**config.mk**
```make
export PLATFORM = sky130hd
export DESIGN_NAME = saber_centroid_flat
export DESIGN_NICKNAME = d
export VERILOG_FILES = /design/src/rtl/saber_centroid_if.sv /design/src/rtl/saber_centroid.sv /design/src/flat_wrapper.sv
export SDC_FILE = /design/constraint.sdc
export NUM_CORES = 1
export LEC_CHECK = 0
export ABC_AREA = 1
export BUFFER_PORTS_ARGS = -buffer_cell sky130_fd_sc_hd__clkbuf_2
export CORE_MARGIN = 2
export CORE_UTILIZATION = 55
export CTS_BUF_LIST = sky130_fd_sc_hd__clkbuf_16
export DETAILED_ROUTE_END_ITERATION = 16
export PLACE_DENSITY = 0.79
export SKIP_CTS_REPAIR_TIMING = 1
export SLEW_MARGIN = 20
export SYNTH_ARGS = -nofsm -noshare
export SYNTH_HDL_FRONTEND = slang
export SYNTH_SLANG_ARGS = --single-unit
```
**constraint.sdc**
```tcl
create_clock -name clk_in -period 3.9 [get_ports clk_in]
set_clock_uncertainty 0.15 [all_clocks]
set_input_delay 0.975 -clock clk_in [delete_from_list [all_inputs] [get_ports clk_in]]
set_output_delay 0.975 -clock clk_in [all_outputs]
set_load 0.01 [all_outputs]
```
**src/rtl/saber_centroid_if.sv**
```systemverilog
// Pixel stream in, per-frame saber-tip centroid out.
// The master drives pixels; the slave is the centroid block.
interface saber_centroid_if;
    logic [10:0] x_in;
    logic [9:0]  y_in;
    logic        valid_in;
    logic        tabulate_in;
    logic [10:0] x_out;
    logic [9:0]  y_out;
    logic        valid_out;
    logic        found_out;

    modport master (
        output x_in, y_in, valid_in, tabulate_in,
        input  x_out, y_out, valid_out, found_out
    );
    modport slave (
        input  x_in, y_in, valid_in, tabulate_in,
        output x_out, y_out, valid_out, found_out
    );
endinterface

```
**src/rtl/saber_centroid.sv**
```systemverilog
// Per-frame saber centroid: accumulate matching pixels, divide bit-serially,
// optionally smooth across frames, then pulse the result to the trace stage.

module saber_centroid_div #(
    parameter int DVD_W = 30,
    parameter int CNT_W = 20,
    parameter int OUT_W = 11
) (
    input  logic             clk_in,
    input  logic             rst_in,
    input  logic             load_i,
    input  logic             step_i,
    input  logic [DVD_W-1:0] dvd_i,
    input  logic [CNT_W-1:0] dvs_i,
    output logic [OUT_W-1:0] quo_o
);
    // Dividend shifts out of the top of quo_q while quotient bits shift in below.
    logic [DVD_W-1:0] quo_q, quo_d;
    logic [CNT_W-1:0] rem_q, rem_d;
    logic [CNT_W:0]   rem_sh, diff;

    always_comb begin
        rem_sh = {rem_q, quo_q[DVD_W-1]};
        diff   = rem_sh - {1'b0, dvs_i};
        rem_d  = diff[CNT_W] ? rem_sh[CNT_W-1:0] : diff[CNT_W-1:0];
        quo_d  = {quo_q[DVD_W-2:0], ~diff[CNT_W]};
    end

    always_ff @(posedge clk_in) begin
        if (rst_in) begin
            quo_q <= '0;
            rem_q <= '0;
        end else if (load_i) begin
            quo_q <= dvd_i;
            rem_q <= '0;
        end else if (step_i) begin
            quo_q <= quo_d;
            rem_q <= rem_d;
        end
    end

    assign quo_o = quo_q[OUT_W-1:0];
endmodule

module saber_centroid #(
    parameter int MIN_PIXELS   = 16,
    parameter int SMOOTH_SHIFT = 1
) (
    input  logic              clk_in,
    input  logic              rst_in,
    saber_centroid_if.slave   bus
);
    localparam int DIV_CYCLES = 30;

    typedef enum logic [1:0] {ACCUM, DIVIDE, SMOOTH, OUTPUT} state_e;
    state_e state_q, state_d;
    logic [4:0]  iter_q, iter_d;
    logic        take, step, smooth_en, valid_d;

    logic [19:0] cnt_q, cnt_d, cnt_nx, snap_cnt_q;
    logic [29:0] sx_q, sx_d, sx_nx;
    logic [28:0] sy_q, sy_d, sy_nx;

    logic [10:0] meas_x, pos_x_q, pos_x_d;
    logic [9:0]  meas_y, pos_y_q, pos_y_d;
    logic        found_q, found_d, found_meas;
    logic signed [11:0] dx, dy, dx_sh, dy_sh, nx_x, nx_y;
    logic        unused_hi;

    // The closing pixel of a frame lands in the snapshot, not the next frame.
    always_comb begin
        cnt_nx = cnt_q + {19'd0, bus.valid_in};
        sx_nx  = sx_q + (bus.valid_in ? 30'(bus.x_in) : 30'd0);
        sy_nx  = sy_q + (bus.valid_in ? 29'(bus.y_in) : 29'd0);
        cnt_d  = take ? '0 : cnt_nx;
        sx_d   = take ? '0 : sx_nx;
        sy_d   = take ? '0 : sy_nx;
    end

    always_ff @(posedge clk_in) begin
        if (rst_in) begin
            cnt_q      <= '0;
            sx_q       <= '0;
            sy_q       <= '0;
            snap_cnt_q <= '0;
        end else begin
            cnt_q <= cnt_d;
            sx_q  <= sx_d;
            sy_q  <= sy_d;
            if (take) snap_cnt_q <= cnt_nx;
        end
    end

    saber_centroid_div #(.DVD_W(30), .CNT_W(20), .OUT_W(11)) u_div_x (
        .clk_in(clk_in), .rst_in(rst_in), .load_i(take), .step_i(step),
        .dvd_i(sx_nx), .dvs_i(snap_cnt_q), .quo_o(meas_x)
    );
    saber_centroid_div #(.DVD_W(30), .CNT_W(20), .OUT_W(10)) u_div_y (
        .clk_in(clk_in), .rst_in(rst_in), .load_i(take), .step_i(step),
        .dvd_i({1'b0, sy_nx}), .dvs_i(snap_cnt_q), .quo_o(meas_y)
    );

    always_comb begin
        state_d   = state_q;
        iter_d    = '0;
        take      = 1'b0;
        step      = 1'b0;
        smooth_en = 1'b0;
        valid_d   = 1'b0;
        case (state_q)
            ACCUM: if (bus.tabulate_in) begin
                take    = 1'b1;
                state_d = DIVIDE;
            end
            DIVIDE: begin
                step   = 1'b1;
                iter_d = iter_q + 5'd1;
                if (iter_q == 5'(DIV_CYCLES - 1)) begin
                    iter_d  = '0;
                    state_d = SMOOTH;
                end
            end
            SMOOTH: begin
                smooth_en = 1'b1;
                state_d   = OUTPUT;
            end
            OUTPUT: begin
                valid_d = 1'b1;
                state_d = ACCUM;
            end
            default: state_d = ACCUM;
        endcase
    end

    always_ff @(posedge clk_in) begin
        if (rst_in) begin
            state_q <= ACCUM;
            iter_q  <= '0;
        end else begin
            state_q <= state_d;
            iter_q  <= iter_d;
        end
    end

    // Signed 12b step toward the new measurement; >>> floors toward -inf.
    always_comb begin
        found_meas = snap_cnt_q >= 20'(MIN_PIXELS);
        dx         = {1'b0, meas_x} - {1'b0, pos_x_q};
        dy         = {2'b0, meas_y} - {2'b0, pos_y_q};
        dx_sh      = dx >>> SMOOTH_SHIFT;
        dy_sh      = dy >>> SMOOTH_SHIFT;
        nx_x       = {1'b0, pos_x_q} + dx_sh;
        nx_y       = {2'b0, pos_y_q} + dy_sh;
        pos_x_d    = pos_x_q;
        pos_y_d    = pos_y_q;
        found_d    = found_q;
        if (smooth_en) begin
            if (found_meas) begin
                found_d = 1'b1;
                pos_x_d = found_q ? nx_x[10:0] : meas_x;
                pos_y_d = found_q ? nx_y[9:0]  : meas_y;
            end else begin
                found_d = 1'b0;
            end
        end
    end

    assign unused_hi = ^{nx_x[11], nx_y[11:10]};

    always_ff @(posedge clk_in) begin
        if (rst_in) begin
            pos_x_q <= '0;
            pos_y_q <= '0;
            found_q <= 1'b0;
        end else begin
            pos_x_q <= pos_x_d;
            pos_y_q <= pos_y_d;
            found_q <= found_d;
        end
    end

    assign bus.x_out     = pos_x_q;
    assign bus.y_out     = pos_y_q;
    assign bus.found_out = found_q;
    assign bus.valid_out = valid_d;
endmodule
```
**src/flat_wrapper.sv**
```systemverilog
// flat-port wrapper written by rule: the top's interface ports become plain ports
module saber_centroid_flat 
#(
    parameter int MIN_PIXELS   = 16,
    parameter int SMOOTH_SHIFT = 1
)
  (clk_in, rst_in, bus_x_in, bus_y_in, bus_valid_in, bus_tabulate_in, bus_x_out, bus_y_out, bus_valid_out, bus_found_out);
  saber_centroid_if bus_i ();
  input  logic clk_in;
  input  logic rst_in;
  input wire logic [$bits(bus_i.x_in)-1:0] bus_x_in;
  input wire logic [$bits(bus_i.y_in)-1:0] bus_y_in;
  input wire logic [$bits(bus_i.valid_in)-1:0] bus_valid_in;
  input wire logic [$bits(bus_i.tabulate_in)-1:0] bus_tabulate_in;
  output wire logic [$bits(bus_i.x_out)-1:0] bus_x_out;
  output wire logic [$bits(bus_i.y_out)-1:0] bus_y_out;
  output wire logic [$bits(bus_i.valid_out)-1:0] bus_valid_out;
  output wire logic [$bits(bus_i.found_out)-1:0] bus_found_out;
  assign bus_i.x_in = bus_x_in;
  assign bus_i.y_in = bus_y_in;
  assign bus_i.valid_in = bus_valid_in;
  assign bus_i.tabulate_in = bus_tabulate_in;
  assign bus_x_out = bus_i.x_out;
  assign bus_y_out = bus_i.y_out;
  assign bus_valid_out = bus_i.valid_out;
  assign bus_found_out = bus_i.found_out;
  saber_centroid #(.MIN_PIXELS(MIN_PIXELS), .SMOOTH_SHIFT(SMOOTH_SHIFT)) u_core (.clk_in(clk_in), .rst_in(rst_in), .bus(bus_i));
endmodule
```
After elaboration in Yosys (flattened, before gate mapping):

Cells that the tools add are included.

* logic and storage cells: 59
* bits in registers: 228
* output and inout port bits: 23
* input bits: 25

* eq/ne operators: 6
* magnitude comparators: 1
* bitwise gates (word level): 3
* add/sub/neg operators: 10
* reduce and logical (&&, ||, !) cells: 6
* multiplexer cells: 19

Operators by type and width (number)
* 2-to-1 mux 30 bit: 2
* 2-to-1 mux 29 bit: 2
* subtractor 21 x 20 -> 21 bit: 2
* 2-to-1 mux 20 bit: 2
* adder 30 bit: 1
* adder 29 bit: 1
* 2-to-1 mux 11 bit: 2
* adder 20 x 1 -> 20 bit: 1
* >= comparator 20 x 5 -> 1 bit, second input constant: 1
* 2-to-1 mux 10 bit: 2
* subtractor 11 x 11 -> 12 bit: 1
* adder 11 bit: 1
* subtractor 10 x 10 -> 11 bit: 1
* adder 10 bit: 1
* one-hot mux 2 bit (4 select lines): 1
* 2-to-1 mux 1 bit: 6
* adder 5 x 1 -> 5 bit, second input constant: 1
* equality test 5 bit, second input constant: 1
* equality test 2 bit, second input constant: 2
* 2-to-1 mux 2 bit: 2
* AND reduction 2 bit: 2
* NOT 1 bit: 3
* OR reduction 3 bit: 1
* equality test 2 x 1 -> 1 bit, second input constant: 1
* 5 further kinds: 5

Longest topological paths before layout:

* depth in word-level cells: 4
* mapped depth: 20
* mapped depth without buffers: 20

Cells and area by module:

A second synthesis with hierarchy kept.

* cell total of the unflattened synthesis: 2626
* area total of the unflattened synthesis: 16844.9 µm²

By module, submodules not included
* saber_centroid: cells each 1307, area each 8834.7 µm², instances 1
* saber_centroid_div at u_core.u_div_x: cells each 660, area each 4008.8 µm², instances 1
* saber_centroid_div at u_core.u_div_y: cells each 659, area each 4001.3 µm², instances 1

Least setup slack after synthesis:

Ideal clock, no wire load.

* path kind: input-to-reg
* from: input bus_valid_in
* to: register u_core.u_div_y.quo_q[14]
* cell stages on the path: 13
* buffers on the path: 1
* setup time: 0.115 ns
* path slack: 0.718 ns
* arrival time: 2.918 ns
* path through: clkbuf_1 > nand2_1 > inv_1 > ha_1 > fa_1 > nand3_1 > nand2_1 > a21oi_1 > o21ai_0 > or2_2 > nand2_1 > nor2_1 > o21a_1

* longest elaborated chain between the ends: 3

RTL lines
* start: declaration: RTL line flat_wrapper.sv:13 `input wire logic [$bits(bus_i.valid_in)-1:0] bus_valid_in;`
* 2-to-1 mux 10 bit: RTL line saber_centroid.sv:74 `sy_nx = sy_q + (bus.valid_in ? 29'(bus.y_in) : 29'd0);`
* adder 29 bit: RTL line saber_centroid.sv:74
* 2-to-1 mux 29 bit: RTL line saber_centroid.sv:33 `end else if (load_i) begin`
* end signal: assignment: RTL line saber_centroid.sv:34 `quo_q <= dvd_i;`
* end signal: assignment: RTL line saber_centroid.sv:37 `quo_q <= quo_d;`
* end: declaration: RTL line saber_centroid.sv:18 `logic [DVD_W-1:0] quo_q, quo_d;`

No other way between the ends.
A chain may end at the register's enable or synchronous reset.

Worst setup path in the final report:

* from: register u_core.pos_x_q[1], in the netlist u_core.bus.x_out[1]
* to: register u_core.pos_x_q[9], in the netlist u_core.bus.x_out[9]

* longest elaborated chain between the ends: 3

RTL lines
* start: declaration: RTL line saber_centroid.sv:64 `logic [10:0] meas_x, pos_x_q, pos_x_d;`
* start signal: assignment: RTL line saber_centroid.sv:176 `pos_x_q <= pos_x_d;`
* subtractor 11 x 11 -> 12 bit: RTL line saber_centroid.sv:148 `dx = {1'b0, meas_x} - {1'b0, pos_x_q};`
* adder 11 bit *: RTL line saber_centroid.sv:152 `nx_x = {1'b0, pos_x_q} + dx_sh;`
* 2-to-1 mux 11 bit *: RTL line saber_centroid.sv:160 `pos_x_d = found_q ? nx_x[10:0] : meas_x;`

Every way passes the cells marked *; elsewhere a longest branch is shown, timed or not.

==> flow_summary.json <==
{
  "run_status": "finished clean",
  "overflow": 0,
  "regArea_um2": 4560,
  "core_um2": 28600,
  "numCtsBuffers": 26,
  "clock-sinks": 228,
  "num_io_pins": 48,
  "start_kind": "flip-flop",
  "hold_viol_final": 0,
  "wl_mm": 42.3,
  "synth_ff_type": "dfxtp_1",
  "cts_root_buf": "clkbuf_16",
  "netlist_instances": 2417,
  "slew_viol_final": 0,
  "totalPowerFinal_mw": 10.0,
  "wl_per_cell_um": 14.9,
  "switching_share_pct": 44.1,
  "combPwrFrac_pct": 49.3,
  "layout-drive-gt1-share_pct": 8.06,
  "fin_nets": 2588,
  "power_leakage_nw": 8.03,
  "crit_required_ns": 4.15,
  "finalCriticalPeriod_ns": 3.36,
  "clk_latency_ns": 0.53,
  "r2r_cells": 16,
  "worst_setup_path_end_kind": "flip-flop",
  "syn_area_um2": 15900,
  "setup_slack_ns": 0.539,
  "num_vias": 15426,
  "clk_pin_slew_worst_paths_ns": 0.06,
  "top_usage_layer": "met2",
  "firstDrtPassIters": 5,
  "hp-start": "u_core.u_div_y.quo_q[28]",
  "worstSetupPathType": "reg2reg",
  "max_freq_mhz": 298,
  "track_usage_pct": 27.3,
  "crit-reg2reg-launch": "u_core.bus.x_out[1]",
  "synthArstFlopShare_pct": 0,
  "num_rows": 62,
  "pwr-share-clk_pct": 24.7,
  "port_buffers": 47,
  "antenna_found_initial": 0,
  "ys_seq_area_share_pct": 28.6,
  "tightest_slew_ns": 0.873,
  "min_period_over_period_pct": 86.2,
  "synth-seq-cells": 228,
  "h-tree-depth": 1,
  "post-place-ws_ns": 0.378,
  "r2r-end": "u_core.bus.x_out[9]",
  "drc_errors": 0,
  "synth-edff-count": 0,
  "dieArea_um2": 30400,
  "relSlewSlack_pct": 41.5,
  "final_cell_count_no_fill": 2842,
  "setup_violations": 0,
  "dp.cells": 2800,
  "crit_arrival_ns": 3.62,
  "ys_top_cells_by_count": "nand2_1, inv_1, dfxtp_1, nor2_1, nand3_1",
  "setup_tns_ns": 0,
  "multi_input_area_um2": 9660,
  "rrSetupSlack_ns": 0.54,
  "drt_iter0_markers": 991,
  "cap_violations": 0,
  "diodes": 0,
  "yosys-top-cells-area": "dfxtp_1, nand2_1, ha_1",
  "p_switching_mw": 4.43,
  "path_max_fanout": 5,
  "rsz0062_at_grt": "no",
  "dpl_cell_area_um2": 16500,
  "gp_congestion": 0.979,
  "use_met1_pct": 37.8,
  "ant_nets": 0,
  "syn-num-nets": 2561,
  "postLayoutCellArea_um2": 17400,
  "dp_hpwl_mm": 31.3,
  "p_int_mw": 5.62,
  "p_seq_share_pct": 26.0,
  "fill_cells": 2650,
  "vdd_ir_drop_max_mv": 0.278,
  "yosysUniqueCellTypes": 50,
  "grt_max_degree": 53,
  "yosysWarnings": 0,
  "start_util_pct": 55.7,
  "grtUsageMet3_pct": 3.17,
  "hold_path_class": "reg2reg",
  "syn_avg_cell_area_um2": 6.60,
  "gr-usage-met2_pct": 45.0,
  "cts_tree": "yes",
  "whs_path_depth": 2,
  "clk_path_buf_depth": 3,
  "synth_top_area_share_pct": 28.6,
  "dieWidth_um": 174,
  "yosysTopAreaCell": "dfxtp_1",
  "holdPathEnd": "u_core.u_div_y.quo_q[29]",
  "syn2layout_area_growth_pct": 8.84,
  "viasPerCell": 5.43,
  "yosysMostFrequentCell": "nand2_1",
  "grt_pass1_wl_mm": 69.2,
  "die_h_um": 174,
  "grt_pass1_vias": 14434,
  "power.density_nw_per_um2": 579
}
## critical path, cell delays in order, from the launching register on
cell	delay [ns]
dfxtp_1	0.43
inv_1	0.12
ha_1	0.29
nand2_1	0.04
o21ai_0	0.46
a21oi_1	0.19
o211a_1	0.25
xor2_1	0.23
ha_1	0.29
nand2_1	0.08
o21ai_0	0.09
a21oi_1	0.12
nand3_1	0.11
nand2_1	0.08
nand2_1	0.04
o21ai_0	0.15
a21oi_1	0.08
## sequential cells by signal, summed over array words and instances, names as in the netlist
register              count
u_core.snap_cnt_q        20
u_core.bus.x_out         11
u_core.bus.found_out      1
u_core.sy_q              29
u_core.u_div_y.rem_q     20
u_core.u_div_x.quo_q     30
u_core.u_div_x.rem_q     20
u_core.bus.y_out         10
u_core.sx_q              30
u_core.u_div_y.quo_q     30
u_core.iter_q             5
u_core.cnt_q             20
u_core.state_q            2
## routing by layer
metal  share of wire [%]  vias up
li1                    -     7816
met1                  46     7084
met2                  45      463
met3                 6.6       63
met4                 2.0        0
met5                   0        -
## power by group through the flow
| stage | registers, mW | logic (mW) | clock network, mW |
|---|---|---|---|
| 2_1_floorplan | 2.62 | 3.95 | 0 |
| 3_3_place_gp | 2.65 | 4.74 | 0 |
| 3_5_place_dp | 2.66 | 4.85 | 0 |
| 4_1_cts | 2.61 | 4.89 | 2.51 |
| 5_1_grt | 2.63 | 5.53 | 2.62 |
| 6_report | 2.61 | 4.95 | 2.48 |
## worst max-delay path by stage
stage / startpoint / to / slack (ns) / cells after the start
after floorplan: bus_valid_in / u_core.u_div_y.quo_q[14] / 0.72 / 13
after global placement: bus_valid_in / u_core.u_div_y.quo_q[14] / 0.49 / 13
after detailed placement: bus_valid_in / u_core.u_div_y.quo_q[14] / 0.38 / 13
after CTS: u_core.bus.x_out[1] / u_core.bus.x_out[9] / 0.57 / 16
after global routing: u_core.bus.x_out[1] / u_core.bus.x_out[9] / 0.22 / 16
final: u_core.bus.x_out[1] / u_core.bus.x_out[9] / 0.54 / 16
## kinds of logic (layout without fill, tap and decap cells)
group,Yosys count,in the layout,synth area share [%]
simple gates,1175,1175,32.4
buf+inv,442,483,10.8
compound gates,358,358,13.3
flops,228,228,28.6
fa+ha+maj,119,119,9.72
xor+xnor,95,95,5.22
## metrics by stage
stage / utilization (%) / hold WS (ns)
detailed placement: 57.6 / 0.305
global route: 60.6 / 0.354
global placement: 57.6 / 0.296
floorplan: - / 0.284
finish: 60.6 / 0.311
CTS: 60.6 / 0.314
## cell type report
| cell class | count | area share (%) |
|---|---|---|
| Tap cell | 384 | 2.77 |
| Sequential cell | 228 | 26.3 |
| Timing Repair Buffer | 65 | 2.21 |
| Clock buffer | 27 | 3.89 |
| Multi-Input combinational cell | 1747 | 55.7 |
| Inverter | 376 | 8.15 |
| Clock inverter | 15 | 1.02 |
## placed cells by master (no fill, tap or decap), types with 7 or more instances in the layout
cell type,instances
nand2_1,620
inv_1,371
dfxtp_1,228
nor2_1,227
nand3_1,176
a21oi_1,153
ha_1,110
o21ai_0,60
o22ai_1,60
xor2_1,50
clkbuf_2,47
xnor2_1,45
nand2_2,30
clkbuf_16,27
nand4_1,26
nor3_1,24
nand3_2,23
o21a_1,17
a31oi_1,17
nand3b_1,17
a21oi_2,17
buf_4,17
o21bai_1,11
fa_1,8
a21o_1,7
(Power assumes the default switching activity.)
